$ cat config.mk
export PLATFORM = sky130hd
export DESIGN_NAME = ppm_word_assembler
export DESIGN_NICKNAME = d
export VERILOG_FILES = /design/src/rtl/ppm_word_assembler.sv
export SDC_FILE = /design/constraint.sdc
export NUM_CORES = 1
export LEC_CHECK = 0
export CAP_MARGIN = 20
export CORE_MARGIN = 4
export CORE_UTILIZATION = 49
export DETAILED_ROUTE_END_ITERATION = 8
export PLACE_DENSITY = 0.81
export SYNTH_ARGS = -nofsm -noshare
export SYNTH_HDL_FRONTEND = slang
export SYNTH_SLANG_ARGS = --single-unit
$ cat constraint.sdc
create_clock -name clk -period 2.1 [get_ports clk]
set_input_delay 0.21 -clock clk [delete_from_list [all_inputs] [get_ports clk]]
set_output_delay 0.21 -clock clk [all_outputs]
set_load 0.02 [all_outputs]
$ cat src/rtl/ppm_word_assembler.sv
`default_nettype none
// ============================================================================
// Module      : ppm_word_assembler
// Description : Packs clk16-qualified PPM symbols into words and presents them
//               through a single-entry valid/ready holding register.
// Revision    : 1.0 - initial release
// ============================================================================
module ppm_word_assembler #(
    parameter int SYM_BITS  = 2,
    parameter int WORD_BITS = 8,
    parameter int MSB_FIRST = 1
) (
    input  logic                                    clk,
    input  logic                                    rst,
    input  logic                                    clk16,
    input  logic                                    sym_valid,
    input  logic [SYM_BITS-1:0]                     sym_in,
    input  logic                                    frame_clr,
    output logic [WORD_BITS-1:0]                    out_data,
    output logic                                    out_valid,
    input  logic                                    out_ready,
    output logic [$clog2(WORD_BITS/SYM_BITS):0]     sym_cnt,
    output logic                                    ovf_err,
    input  logic                                    clr_err
);

    localparam int             SYMS   = WORD_BITS / SYM_BITS;
    localparam int             CW     = $clog2(SYMS) + 1;
    localparam logic [CW-1:0]  c_LAST = CW'(SYMS - 1);

    localparam logic [0:0]     c_EMPTY = 1'b0;
    localparam logic [0:0]     c_FULL  = 1'b1;

    logic                      w_acc;
    logic                      w_complete;
    logic                      w_drop;
    logic [WORD_BITS-1:0]      w_shifted;
    logic [CW-1:0]             r_cnt;
    logic [0:0]                r_state;
    logic [WORD_BITS-1:0]      r_data;
    logic                      r_ovf;

    assign w_acc      = clk16 & sym_valid;
    assign w_complete = w_acc & ~frame_clr & (r_cnt == c_LAST);
    assign w_drop     = w_complete & (r_state == c_FULL) & ~out_ready;

    // Only the SYMS-1 symbols of a partial word are stored; the final
    // symbol is merged combinationally straight into the output register.
    generate
        if (SYMS == 1) begin : g_single_sym
            assign w_shifted = sym_in;
        end else begin : g_multi_sym
            logic [WORD_BITS-SYM_BITS-1:0] r_part;

            if (MSB_FIRST != 0) begin : g_msb_first
                assign w_shifted = {r_part, sym_in};
            end else begin : g_lsb_first
                assign w_shifted = {sym_in, r_part};
            end

            always_ff @(posedge clk) begin
                if (rst || frame_clr || w_complete) begin
                    r_part <= '0;
                end else if (w_acc) begin
                    if (MSB_FIRST != 0) begin
                        r_part <= w_shifted[WORD_BITS-SYM_BITS-1:0];
                    end else begin
                        r_part <= w_shifted[WORD_BITS-1:SYM_BITS];
                    end
                end
            end
        end
    endgenerate

    always_ff @(posedge clk) begin
        if (rst || frame_clr) begin
            r_cnt <= '0;
        end else if (w_acc) begin
            r_cnt <= w_complete ? '0 : r_cnt + CW'(1);
        end
    end

    always_ff @(posedge clk) begin
        if (rst) begin
            r_state <= c_EMPTY;
            r_data  <= '0;
        end else begin
            case (r_state)
                c_EMPTY: begin
                    if (w_complete) begin
                        r_data  <= w_shifted;
                        r_state <= c_FULL;
                    end
                end
                c_FULL: begin
                    // A completion without a handshake is dropped and flagged.
                    if (w_complete && out_ready) begin
                        r_data <= w_shifted;
                    end else if (!w_complete && out_ready) begin
                        r_state <= c_EMPTY;
                    end
                end
                default: r_state <= c_EMPTY;
            endcase
        end
    end

    always_ff @(posedge clk) begin
        if (rst) begin
            r_ovf <= 1'b0;
        end else if (w_drop) begin
            r_ovf <= 1'b1;
        end else if (clr_err) begin
            r_ovf <= 1'b0;
        end
    end

    assign out_data  = r_data;
    assign out_valid = (r_state == c_FULL);
    assign sym_cnt   = r_cnt;
    assign ovf_err   = r_ovf;

endmodule
`default_nettype wire
==> results of run 1 <==
worst min path at each step:
stage | slack [ns] | cells after the start | end
after floorplan | 0.35 | 2 | g_multi_sym.r_part[0]$_SDFFE_PP0N_
after global placement | 0.45 | 2 | g_multi_sym.r_part[5]$_SDFFE_PP0N_
after detailed placement | 0.46 | 2 | out_data[7]$_SDFFE_PP0P_
after CTS | 0.47 | 2 | g_multi_sym.r_part[4]$_SDFFE_PP0N_
after global routing | 0.49 | 2 | g_multi_sym.r_part[5]$_SDFFE_PP0N_
final | 0.47 | 2 | g_multi_sym.r_part[4]$_SDFFE_PP0N_
report_power, final:
group	switching [W]	leakage (nW)	total (W)	internal, W
Clock	0.000109	0.0177	0.000180	0.0000709
Combinational	0.0000203	0.176	0.0000440	0.0000237
Sequential	0.00000164	0.153	0.000364	0.000362
cells in the mapped netlist:
master,count,area (µm²)
dfxtp_1,19,380
nand2b_1,17,106
nand2_1,14,52.6
mux2i_1,8,80.1
a21oi_1,7,35.0
clkbuf_1,3,11.3
nand3_1,2,10.0
o31ai_2,2,25.0
and2_1,1,6.26
and3_1,1,6.26
buf_4,1,7.51
ha_1,1,12.5
nand3_2,1,10.0
nor2_1,1,3.75
nor4b_2,1,15.0
o21ai_1,1,5.00
o21ai_2,1,8.76
or3_1,1,6.26
or3b_2,1,8.76
logic make-up (layout without fill, tap and decap cells):
kind of cell,after synthesis,after routing,share of synthesized area (%)
DFF,19,19,48.1
and+or+nand+nor,40,40,28.5
AOI/OAI and AO/OA,11,11,9.33
adders and majority gates,1,1,1.58
buffers and inverters,4,27,2.37
muxes,8,8,10.1
cell type report:
type / count / area, µm² / area share, %
Clock buffer: 3 / 22.5 / 2.16
Clock inverter: 1 / 5.00 / 0.479
Multi-Input combinational cell: 60 / 392 / 37.5
Sequential cell: 19 / 380 / 36.4
Tap cell: 16 / 20.0 / 1.92
Timing Repair Buffer: 23 / 225 / 21.6
stage by stage:
step           hold WS (ns)  total power (W)
3_3_place_gp          0.448         0.000415
2_1_floorplan         0.346         0.000392
4_1_cts               0.473         0.000594
6_report              0.467         0.000588
5_1_grt               0.487         0.000615
3_5_place_dp          0.459         0.000416
registers in the layout, summed over array words and instances (netlist names):
register,cells
out_valid,1
sym_cnt,3
ovf_err,1
g_multi_sym.r_part,6
out_data,8
layout by cell type, fill, tap and decap left out:
master / count
a21oi_1: 7
and2_1: 1
and3_1: 1
buf_4: 2
clkbuf_4: 3
clkdlybuf4s50_1: 21
clkinv_2: 1
dfxtp_1: 19
ha_1: 1
mux2i_1: 8
nand2_1: 14
nand2b_1: 17
nand3_1: 2
nand3_2: 1
nor2_1: 1
nor4b_2: 1
o21ai_1: 1
o21ai_2: 1
o31ai_2: 2
or3_1: 1
or3b_2: 1
per-layer routing:
layer | global-route usage [%] | part of all wire, %
met1 | 18.5 | 46
met2 | 24.2 | 49
met4 | 4.84 | 0.96
met5 | 0 | 0
met3 | 5.54 | 4.3
==> run summary, run 1 <==
WS Path Type: flip-flop to output port
Syn Inst Count: 83
Yosys reg bits: 19
Core Util, Final: 68.6%
ANT nets after route: 0
Worst Skew: 0.00792 ns
f_max: 637 MHz
Chip Height: 48.2 µm
CP startpoint: sym_cnt[2]$_SDFFE_PP0N_
Post-CTS Hold Fix Bufs: 0
clk buf depth: 2
unrepaired setup endpoints after global routing: false
total core area: 1520 µm²
CP Launch Type: flip-flop
Slew Viols, Final: 0
DRT Wirelength: 1.46 mm
VDD IR-drop max: 0.551 mV
Area Growth Syn to Fin: 32.1%
yosys warns: 0
reg2reg start: sym_cnt[0]$_SDFFE_PP0N_
CP bufs+invs: 1
crit-path max FO: 5
Pleak: 0.346 nW
DR DRC count: 0
R2R Setup Slk: 0.71 ns
IO Count: 22
chip width: 48.2 µm
crit path cell chain: clkdlybuf4s50_1
CTS Sinks: 19
CTS Buf Count: 3
final period utilization: 74.7%
dpl ws: 0.509 ns
Setup crit end: sym_cnt[2]
Final Setup Violations: 0
register area share after synthesis: 48.1%
fillers: 122
Synthesized Nets: 93
hold path startpoint: g_multi_sym.r_part[2]$_SDFFE_PP0N_
Skew-Pair Late Insertion Delay: 0.30 ns
status: complete, no violations
WP data required: 1.89 ns
Reg2Reg Depth: 5
clk slew on worst S/H paths: 0.11 ns
fin area: 1040 µm²
Pwr Density: 562 nW/µm²
delay-heaviest family, CP: buffers and inverters
final number of hold-violating endpoints: 0
Worst Hold Class: flip-flop to flip-flop
nets: 117
H-tree levels: 1
vias in the first global route: 583
PnR worst setup slack: 0.531 ns
Unique masters post-synth: 19
clock root buffer: clkbuf_4
slowest stage delay, CP: 0.64 ns
Total Die Area: 2320 µm²
Slew @ Worst Pin: 0.386 ns
Starting DRT DRC Count: 7
first-pass GRT wire length: 2.43 mm
via/cell ratio: 5.12
gr ovfl total: 0
Mapped Area: 791 µm²
Max Cap Viol: 0
placed inst area: 1020 µm²
Worst EP arrival: 1.36 ns
n_diodes: 0
gpl congestion: 0.713
I/O Buffers: 21
row count: 14
Slew Limit Headroom: 74.3%
Via Count: 625
reg2reg end: out_data[4]$_SDFFE_PP0P_
setup TNS: 0 ns
WP depth: 1
final worst path period need: 1.57 ns
# Post-CTS Setup Buffers: 0
GRT Total Usage: 15.0%
largest net degree at the start of global routing: 16
proportion of layout cells with a drive suffix above 1: 11.3%
Finished Layout Cells: 122
CP max-delay cell: clkdlybuf4s50_1
Pre-antenna DRT Iters: 4
Post-Place Cells: 118
CTS tree: done
post-CTS resize count: 0
syn_area_per_cell: 9.53 µm²
critical path capture point type: output port
post-DP HPWL: 1.13 mm
Starting Density: 51.9%
initial antenna violation count: 0
drt wl/cell: 12.0 µm
Power figures use the tool's default switching activity.
==> run 2: changes to the inputs <==
--- a/config.mk
+++ b/config.mk
@@ -6,10 +6,11 @@
 export NUM_CORES = 1
 export LEC_CHECK = 0
 export CAP_MARGIN = 20
+export CORE_ASPECT_RATIO = 0.75
 export CORE_MARGIN = 4
-export CORE_UTILIZATION = 49
+export CORE_UTILIZATION = 45
 export DETAILED_ROUTE_END_ITERATION = 8
-export PLACE_DENSITY = 0.81
+export PLACE_DENSITY = 0.76
 export SYNTH_ARGS = -nofsm -noshare
 export SYNTH_HDL_FRONTEND = slang
 export SYNTH_SLANG_ARGS = --single-unit
==> constraint.sdc (replaced) <==
create_clock -name clk -period 1.55 [get_ports clk]
set_input_delay 0.155 -clock clk [delete_from_list [all_inputs] [get_ports clk]]
set_output_delay 0.155 -clock clk [all_outputs]
set_load 0.02 [all_outputs]
==> run 2 against run 1 <==
Clock power is 43% higher. Clock skew down 0.0015 ns. Largest cell class unchanged. Count of clock-buffer cells in the layout unchanged. Routed wire length increased by 5.8%. Sequential power rose by 35%. Cell count rose by 4.9%. Critical path depth is the same. Via count decreased by 2.2%. Non-clock buffer count grew 1. First-iteration DRC count fell by 14%.
==> run summary, run 2 (same netlist as run 1, synthesis figures left out) <==
row count: 12
Reg power frac: 60.8%
Max Cap Viol: 0
setup TNS: 0 ns
vias in the first global route: 623
Worst EP arrival: 1.31 ns
gr ovfl total: 0
critical path capture point type: output port
final number of hold-violating endpoints: 0
clk slew on worst S/H paths: 0.11 ns
n_diodes: 0
nets: 118
initial antenna violation count: 0
WS Path Type: flip-flop to output port
Final Setup Violations: 0
proportion of layout cells with a drive suffix above 1: 13.1%
Slew Viols, Final: 0
total core area: 1560 µm²
fin area: 1060 µm²
Starting Density: 50.6%
Internal Power: 0.000621 W
CP max-delay cell: clkdlybuf4s50_1
Slew Limit Headroom: 75.8%
Pwr Total: 0.000810 W
crit-path max FO: 3
hold path cells: 3
gpl congestion: 0.674
most frequent cells in the layout: 20 x clkdlybuf4s50_1, 18 x dfxtp_1, 17 x nand2b_1
unrepaired setup endpoints after global routing: false
Sw Pwr: 0.000190 W
GRT Total Usage: 14.6%
Total Die Area: 2500 µm²
CP startpoint: sym_cnt[1]$_SDFFE_PP0N_
switching part of the total: 23.4%
Starting DRT DRC Count: 6
hold path startpoint: sym_in[0]
fraction of power consumed by combinational cells: 7.5%
Pwr Density: 763 nW/µm²
Post-CTS Hold Fix Bufs: 0
CTS Sinks: 19
DRT Wirelength: 1.55 mm
Via Count: 611
CTS Buf Count: 3
DR DRC count: 0
most common cell after layout, fill and taps aside: clkdlybuf4s50_1
Skew-Pair Late Insertion Delay: 0.30 ns
WP depth: 1
Reg2Reg Depth: 5
Area Growth Syn to Fin: 34.3%
Worst Skew: 0.00642 ns
H-tree levels: 1
VDD IR-drop max: 0.471 mV
Worst Hold Class: input pin to flip-flop
delay-heaviest family, CP: buffers and inverters
f_max: 684 MHz
ANT nets after route: 0
chip width: 56.4 µm
clock root buffer: clkbuf_4
clock share of power: 31.7%
first-pass GRT wire length: 2.75 mm
Finished Layout Cells: 128
final worst path period need: 1.46 ns
drt wl/cell: 12.1 µm
IO Count: 22
Pleak: 0.370 nW
CTS tree: done
final period utilization: 94.3%
Chip Height: 44.3 µm
Slew @ Worst Pin: 0.363 ns
# Post-CTS Setup Buffers: 0
placed inst area: 1030 µm²
crit path cell chain: clkdlybuf4s50_1
Post-Place Cells: 124
CP bufs+invs: 1
WP data required: 1.39 ns
clk buf depth: 2
largest net degree at the start of global routing: 13
max reg flops: 8
Pre-antenna DRT Iters: 3
smallest hold slack: 0.436 ns
status: complete, no violations
reg2reg start: sym_cnt[1]$_SDFFE_PP0N_
I/O Buffers: 21
post-DP HPWL: 1.18 mm
via/cell ratio: 4.77
slowest stage delay, CP: 0.62 ns
CP Launch Type: flip-flop
[run 2: changes by cell type in the layout (fill, tap and decap cells not counted)]
cell             previous run  this run
dfxtp_2                     0         1
clkdlybuf4s50_1            21        20
dlymetal6s2s_1              0         1
dfxtp_1                    19        18
buf_4                       2         3
[run 2: timing repair]
item,in CTS,in global routing
gates resized for setup,0,2
endpoints found under the setup margin,0,3
hold endpoints to repair,0,0
[run 2: final timing paths]
check                                       endpoint  slack, ns
setup / recovery                          sym_cnt[1]       0.09
hold / removal    g_multi_sym.r_part[0]$_SDFFE_PP0N_       0.44
setup reg to reg            out_data[5]$_SDFFE_PP0P_       0.15
hold reg to reg   g_multi_sym.r_part[4]$_SDFFE_PP0N_       0.47
[run 2: routing by layer]
| layer | share of wire, % | global-route usage, % | vias to the layer above |
|---|---|---|---|
| met5 | 0 | 0 | - |
| met2 | 45 | 23.5 | 16 |
| met3 | 7.2 | 5.83 | 5 |
| li1 | - | - | 325 |
| met1 | 46 | 16.8 | 265 |
| met4 | 2.1 | 8.06 | 0 |
[run 2: power groups by stage]
stage          clock, W  sequential, W  combinational (W)
2_1_floorplan         0       0.000505          0.0000264
5_1_grt        0.000276       0.000493          0.0000673
3_5_place_dp          0       0.000504          0.0000616
6_report       0.000257       0.000493          0.0000610
3_3_place_gp          0       0.000504          0.0000606
4_1_cts        0.000264       0.000493          0.0000618
[run 2: per-stage QoR]
stage          setup WS, ns  utilization, %
6_report             0.0886            68.0
5_1_grt            0.000208            68.0
4_1_cts              0.0176            67.8
3_5_place_dp        -0.0150            66.0
3_3_place_gp         0.0417            66.0
2_1_floorplan         0.135               -
[run 2: final cells by class]
cell class	count	area (µm²)
repair buffers	24	235
clock inverters	1	5.00
well taps	21	26.3
flip-flops and latches	19	382
multi-input cells	60	392
fillers	133	499
clock buffers	3	22.5
